==> src/rtl/target_net_argmax_pkg.sv <==
// Shared float-format constants and reduce-mode encodings for the DQN datapath.
package dqn_fp_pkg;

    localparam int FP_EXP_WIDTH  = 8;
    localparam int FP_MANT_WIDTH = 23;
    localparam int FP_DATA_WIDTH = 1 + FP_EXP_WIDTH + FP_MANT_WIDTH;

    typedef enum logic {
        MODE_MAX = 1'b0,
        MODE_MIN = 1'b1
    } mode_e;

endpackage

==> src/rtl/target_net_argmax_if.sv <==
// Element stream in, one-cycle result pulse out, for the argmax reducer.
interface target_net_argmax_if
    import dqn_fp_pkg::*;
#(
    parameter int DATA_WIDTH  = FP_DATA_WIDTH,
    parameter int INDEX_WIDTH = 2
);
    logic                   i_valid;
    logic                   i_mode;
    logic [DATA_WIDTH-1:0]  i_data;
    logic                   o_valid;
    logic [DATA_WIDTH-1:0]  o_data;
    logic [INDEX_WIDTH-1:0] o_index;

    modport master (output i_valid, i_mode, i_data, input o_valid, o_data, o_index);
    modport slave  (input i_valid, i_mode, i_data, output o_valid, o_data, o_index);
endinterface

==> src/rtl/target_net_argmax_fp_total_order_cmp.sv <==
// Total-order compare on float bit patterns: -NaN < -inf < ... < -0 < +0 < ... < +inf < +NaN.
module fp_total_order_cmp
    import dqn_fp_pkg::*;
#(
    parameter int EXP_WIDTH  = FP_EXP_WIDTH,
    parameter int MANT_WIDTH = FP_MANT_WIDTH,
    parameter int DATA_WIDTH = 1 + EXP_WIDTH + MANT_WIDTH
) (
    input  logic [DATA_WIDTH-1:0] a,
    input  logic [DATA_WIDTH-1:0] b,
    output logic                  a_gt_b,
    output logic                  a_eq_b
);
    localparam int SIGN = EXP_WIDTH + MANT_WIDTH;

    // Negatives are inverted so larger magnitude sorts lower; positives get the
    // top bit set so every positive sorts above every negative.
    function automatic logic [DATA_WIDTH-1:0] order_key(input logic [DATA_WIDTH-1:0] x);
        order_key = x[SIGN] ? ~x : {1'b1, x[SIGN-1:0]};
    endfunction

    assign a_gt_b = order_key(a) > order_key(b);
    assign a_eq_b = (a == b);
endmodule

==> src/rtl/target_net_argmax.sv <==
// Streaming max/min reducer with argmax over vectors of NUMBER_OF_OUTPUT_NODE floats.
module target_net_argmax
    import dqn_fp_pkg::*;
#(
    parameter int DATA_WIDTH            = FP_DATA_WIDTH,
    parameter int EXP_WIDTH             = FP_EXP_WIDTH,
    parameter int MANT_WIDTH            = FP_MANT_WIDTH,
    parameter int NUMBER_OF_OUTPUT_NODE = 3,
    parameter int INDEX_WIDTH           = $clog2(NUMBER_OF_OUTPUT_NODE)
) (
    input logic          clk,
    input logic          rst_n,
    target_net_argmax_if.slave bus
);
    localparam logic [INDEX_WIDTH-1:0] LAST = INDEX_WIDTH'(NUMBER_OF_OUTPUT_NODE - 1);

    logic [INDEX_WIDTH-1:0] cnt;
    logic [INDEX_WIDTH-1:0] best_idx;
    logic [DATA_WIDTH-1:0]  best;
    mode_e                  mode_q;

    logic [DATA_WIDTH-1:0]  cmp_a, cmp_b;
    logic                   a_gt_b, a_eq_b;
    logic                   better;
    logic [DATA_WIDTH-1:0]  nxt_best;
    logic [INDEX_WIDTH-1:0] nxt_idx;

    // One comparator serves both modes: min mode asks "is best > new" instead.
    assign cmp_a = (mode_q == MODE_MIN) ? best : bus.i_data;
    assign cmp_b = (mode_q == MODE_MIN) ? bus.i_data : best;

    fp_total_order_cmp #(
        .EXP_WIDTH  (EXP_WIDTH),
        .MANT_WIDTH (MANT_WIDTH),
        .DATA_WIDTH (DATA_WIDTH)
    ) u_cmp (
        .a      (cmp_a),
        .b      (cmp_b),
        .a_gt_b (a_gt_b),
        .a_eq_b (a_eq_b)
    );

    // Strict improvement only, so ties keep the earlier index.
    assign better   = a_gt_b & ~a_eq_b;
    assign nxt_best = better ? bus.i_data : best;
    assign nxt_idx  = better ? cnt : best_idx;

    always_ff @(posedge clk) begin
        if (!rst_n) begin
            cnt         <= '0;
            best        <= '0;
            best_idx    <= '0;
            mode_q      <= MODE_MAX;
            bus.o_valid <= 1'b0;
            bus.o_data  <= '0;
            bus.o_index <= '0;
        end else begin
            bus.o_valid <= 1'b0;
            if (bus.i_valid) begin
                if (cnt == '0) begin
                    best     <= bus.i_data;
                    best_idx <= '0;
                    mode_q   <= mode_e'(bus.i_mode);
                    cnt      <= cnt + 1'b1;
                end else begin
                    best     <= nxt_best;
                    best_idx <= nxt_idx;
                    if (cnt == LAST) begin
                        bus.o_data  <= nxt_best;
                        bus.o_index <= nxt_idx;
                        bus.o_valid <= 1'b1;
                        cnt         <= '0;
                    end else begin
                        cnt <= cnt + 1'b1;
                    end
                end
            end
        end
    end
endmodule

==> src/flat_wrapper.sv <==
// flat-port wrapper written by rule: the top's interface ports become plain ports
module target_net_argmax_flat import dqn_fp_pkg::*;
#(
    parameter int DATA_WIDTH            = FP_DATA_WIDTH,
    parameter int EXP_WIDTH             = FP_EXP_WIDTH,
    parameter int MANT_WIDTH            = FP_MANT_WIDTH,
    parameter int NUMBER_OF_OUTPUT_NODE = 3,
    parameter int INDEX_WIDTH           = $clog2(NUMBER_OF_OUTPUT_NODE)
)
  (clk, rst_n, bus_i_valid, bus_i_mode, bus_i_data, bus_o_valid, bus_o_data, bus_o_index);
  target_net_argmax_if #(.DATA_WIDTH(DATA_WIDTH), .INDEX_WIDTH(INDEX_WIDTH)) bus_i ();
  input logic clk;
  input logic rst_n;
  input wire logic [$bits(bus_i.i_valid)-1:0] bus_i_valid;
  input wire logic [$bits(bus_i.i_mode)-1:0] bus_i_mode;
  input wire logic [$bits(bus_i.i_data)-1:0] bus_i_data;
  output wire logic [$bits(bus_i.o_valid)-1:0] bus_o_valid;
  output wire logic [$bits(bus_i.o_data)-1:0] bus_o_data;
  output wire logic [$bits(bus_i.o_index)-1:0] bus_o_index;
  assign bus_i.i_valid = bus_i_valid;
  assign bus_i.i_mode = bus_i_mode;
  assign bus_i.i_data = bus_i_data;
  assign bus_o_valid = bus_i.o_valid;
  assign bus_o_data = bus_i.o_data;
  assign bus_o_index = bus_i.o_index;
  target_net_argmax #(.DATA_WIDTH(DATA_WIDTH), .EXP_WIDTH(EXP_WIDTH), .MANT_WIDTH(MANT_WIDTH), .NUMBER_OF_OUTPUT_NODE(NUMBER_OF_OUTPUT_NODE), .INDEX_WIDTH(INDEX_WIDTH)) u_core (.clk(clk), .rst_n(rst_n), .bus(bus_i));
endmodule
==> config.mk <==
export PLATFORM = sky130hd
export DESIGN_NAME = target_net_argmax_flat
export DESIGN_NICKNAME = d
export VERILOG_FILES = /design/src/rtl/target_net_argmax_pkg.sv /design/src/rtl/target_net_argmax_if.sv /design/src/rtl/target_net_argmax_fp_total_order_cmp.sv /design/src/rtl/target_net_argmax.sv /design/src/flat_wrapper.sv
export SDC_FILE = /design/constraint.sdc
export NUM_CORES = 1
export LEC_CHECK = 0
export CORE_MARGIN = 2
export CORE_UTILIZATION = 45
export CTS_CLUSTER_SIZE = 20
export DETAILED_ROUTE_END_ITERATION = 7
export GPL_ROUTABILITY_DRIVEN = 0
export PLACE_DENSITY = 0.75
export RECOVER_POWER = 25
export SYNTH_ARGS = -nofsm -noshare
export SYNTH_HDL_FRONTEND = slang
export SYNTH_SLANG_ARGS = --single-unit
==> constraint.sdc <==
create_clock -name clk -period 5.1 [get_ports clk]
set_clock_uncertainty 0.15 [all_clocks]
set_input_delay 1.02 -clock clk [delete_from_list [all_inputs] [get_ports clk]]
set_output_delay 1.02 -clock clk [all_outputs]
set_load 0.05 [all_outputs]
==> reports/metrics.yaml <==
drt-pass1-iter-count: 4
syn_inst: 578
rsz0062_at_grt: "no"
ys_seq_area_share_pct: 27.43
slowest_stage: "clkdlybuf4s50_1"
setup_viol: 0
maxSlewViolCount: 49
tightestPinTransition_ns: 1.878
clkLatencyLatePin_ns: 0.34
end_kind: "flip-flop"
drt-initial-drc-count: 195
via_per_inst: 5.510
post-dp-hpwl_um: 8967
cpMostUsedCell: "a21oi_1"
mostFrequentLayoutCell: "mux2i_1"
synth_top_area_share_pct: 27.43
io_pins: 71
timing_hold_violations_final: 0
portBuffers: 70
p_total_uw: 2351
hold_buffers: 0
tns_ns: 0
placed_area_mm2: 0.006061
yosys_warnings: 0
yosys.area.top_type: "dfxtp_1"
grt_max_degree: 70
synth_seq_cells: 72
antenna_cells: 0
core_mm2: 0.01142
area_growth_pct: 21.52
drive_gt1_share_pct: 5.205
fillers: 1031
synth_flop_cell: "dfxtp_1"
slew_headroom_pct: -25.19
stdcell_count: 777
htree_levels: 3
postSynthAreaPerCell_um2: 9.092
grt_remaining_overflow: 0
critical_path_required_ns: 5.15
cp_cell_sequence: "clkdlybuf4s50_1, mux2i_4, buf_12, xor2_1, ha_1, a21oi_1, o21ai_1, a221o_1, o31a_1, o21ai_4, buf_4, mux2i_1, a21oi_1"
dp.cells: 761
nets: 697
async_reset_ff_share_pct: 0
die_y_um: 112.1
wl_per_cell_um: 16.36
cpPeakStageDelay_ns: 0.54
vias: 4281
grt_pass1_vias: 4285
yosys-top-cells-area: "dfxtp_1, mux2i_1, xnor2_1"
die_area_mm2: 0.01256
remaining_drc_errors: 0
cts_post_setup_buffers_inserted: 0
peakVddDrop_v: 0.0001693
hold_path_class: "flip-flop to flip-flop"
synth-edff-count: 0
timing.final.crit_share_pct: 86.82
grt_antenna_before_repair: 0
p_leak_uw: 0.002552
rows: 39
ys_types: 40
grt_usage_pct: 20.79
crit_fanout: 32
wirelength_um: 12710
cts_tree: "yes"
synth_area_mm2: 0.005255
synth_fp_nets: 646
min_period_ns: 4.428
violations: "capacitance limit, slew limit"
initial_core_util_pct: 46.02
max_freq_mhz: 225.8
clock_path_buffers: 2
ant_nets: 0
grt_first_pass_wirelength_um: 21180
critPathLaunchType: "primary input"
status: "finished with violations"
fin_area_mm2: 0.006386
finalWorstSetupSlack_ns: 0.6720
crit_type: "primary input to flip-flop"
worstPathArrival_ns: 4.48
cap_violations: 1
clkTransAtPathRegs_ns: 0.06
cts_buffers: 9
cellPowerDensity_mw_per_mm2: 368.1
cts_resized: 0
final_cell_mix: "mux2i_1, dfxtp_1, nand2_1"
cts.sinks: 72
clockRootBuffer: "clkbuf_16"
dp_slack_ns: 0.3446
fp.dieW_um: 112.1
final timing paths:
path                                         start                     to  slack, ns  depth (start not counted)
worst max-delay path                bus_i_data[31]   u_core.bus.o_data[2]       0.67                         13
worst min-delay path            u_core.best_idx[1]  u_core.bus.o_index[1]       0.34                          2
worst max register to register       u_core.mode_q   u_core.bus.o_data[2]       1.14                         12
worst min register to register  u_core.best_idx[1]  u_core.bus.o_index[1]       0.34                          2
critical path: cells and delay by family:
kind / cells / cell delay [ns]
compound gates: 6 / 1.32
buf+inv: 3 / 1.09
mux: 2 / 0.54
fa+ha+maj: 1 / 0.28
xor+xnor: 1 / 0.18
synth_stat cells, types with 6 or more instances:
cell type / number
a21oi_1: 45
buf_1: 6
clkbuf_1: 26
dfxtp_1: 72
ha_1: 32
mux2i_1: 129
nand2_1: 69
nand3_1: 6
nand4_1: 17
o21ai_0: 34
xnor2_1: 62
xor2_1: 31
registers in the layout (all words and copies together) (netlist names):
name,flops
u_core.best,32
u_core.bus.o_data,32
u_core.best_idx,2
u_core.bus.o_index,2
u_core.cnt,2
u_core.bus.o_valid,1
u_core.mode_q,1
metrics by stage:
stage	utilization [%]	hold WS, ns
2_1_floorplan	-	0.2973
3_3_place_gp	53.08	0.3196
3_5_place_dp	53.08	0.3315
4_1_cts	55.96	0.3394
5_1_grt	55.93	0.3800
6_report	55.93	0.3379
power by group:
part | switching (uW) | leakage (uW) | internal, uW
registers | 65.0 | 0.000589 | 609
clock network | 252 | 0.000156 | 443
logic | 525 | 0.00181 | 457
layer usage:
metal	share of wire [%]	routed length, um	global-route usage [%]
met2	47	5926	33.62
met4	3.6	454	10.16
met5	0	0	0
met1	47	5949	26.82
met3	3.0	381	3.888
logic make-up after synthesis:
kind of cell	Yosys count	share of synthesized area, %
buf+inv	43	4.524
fa+ha+maj	32	7.619
simple gates	108	9.381
compound gates	101	10.98
flops	72	27.43
xor+xnor	93	15.50
mux	129	24.57
final cells by class:
cell class                 count  area [um^2]  area share, %
clock buffer                  10        239.0          3.742
clock inverter                 6        90.09          1.411
inverter                       3        11.26         0.1763
multi-input combinational    463         3617          56.64
sequential                    72         1445          22.63
tap                          143        178.9          2.802
timing repair buffer          80        804.5          12.60
(Power assumes the default switching activity.)
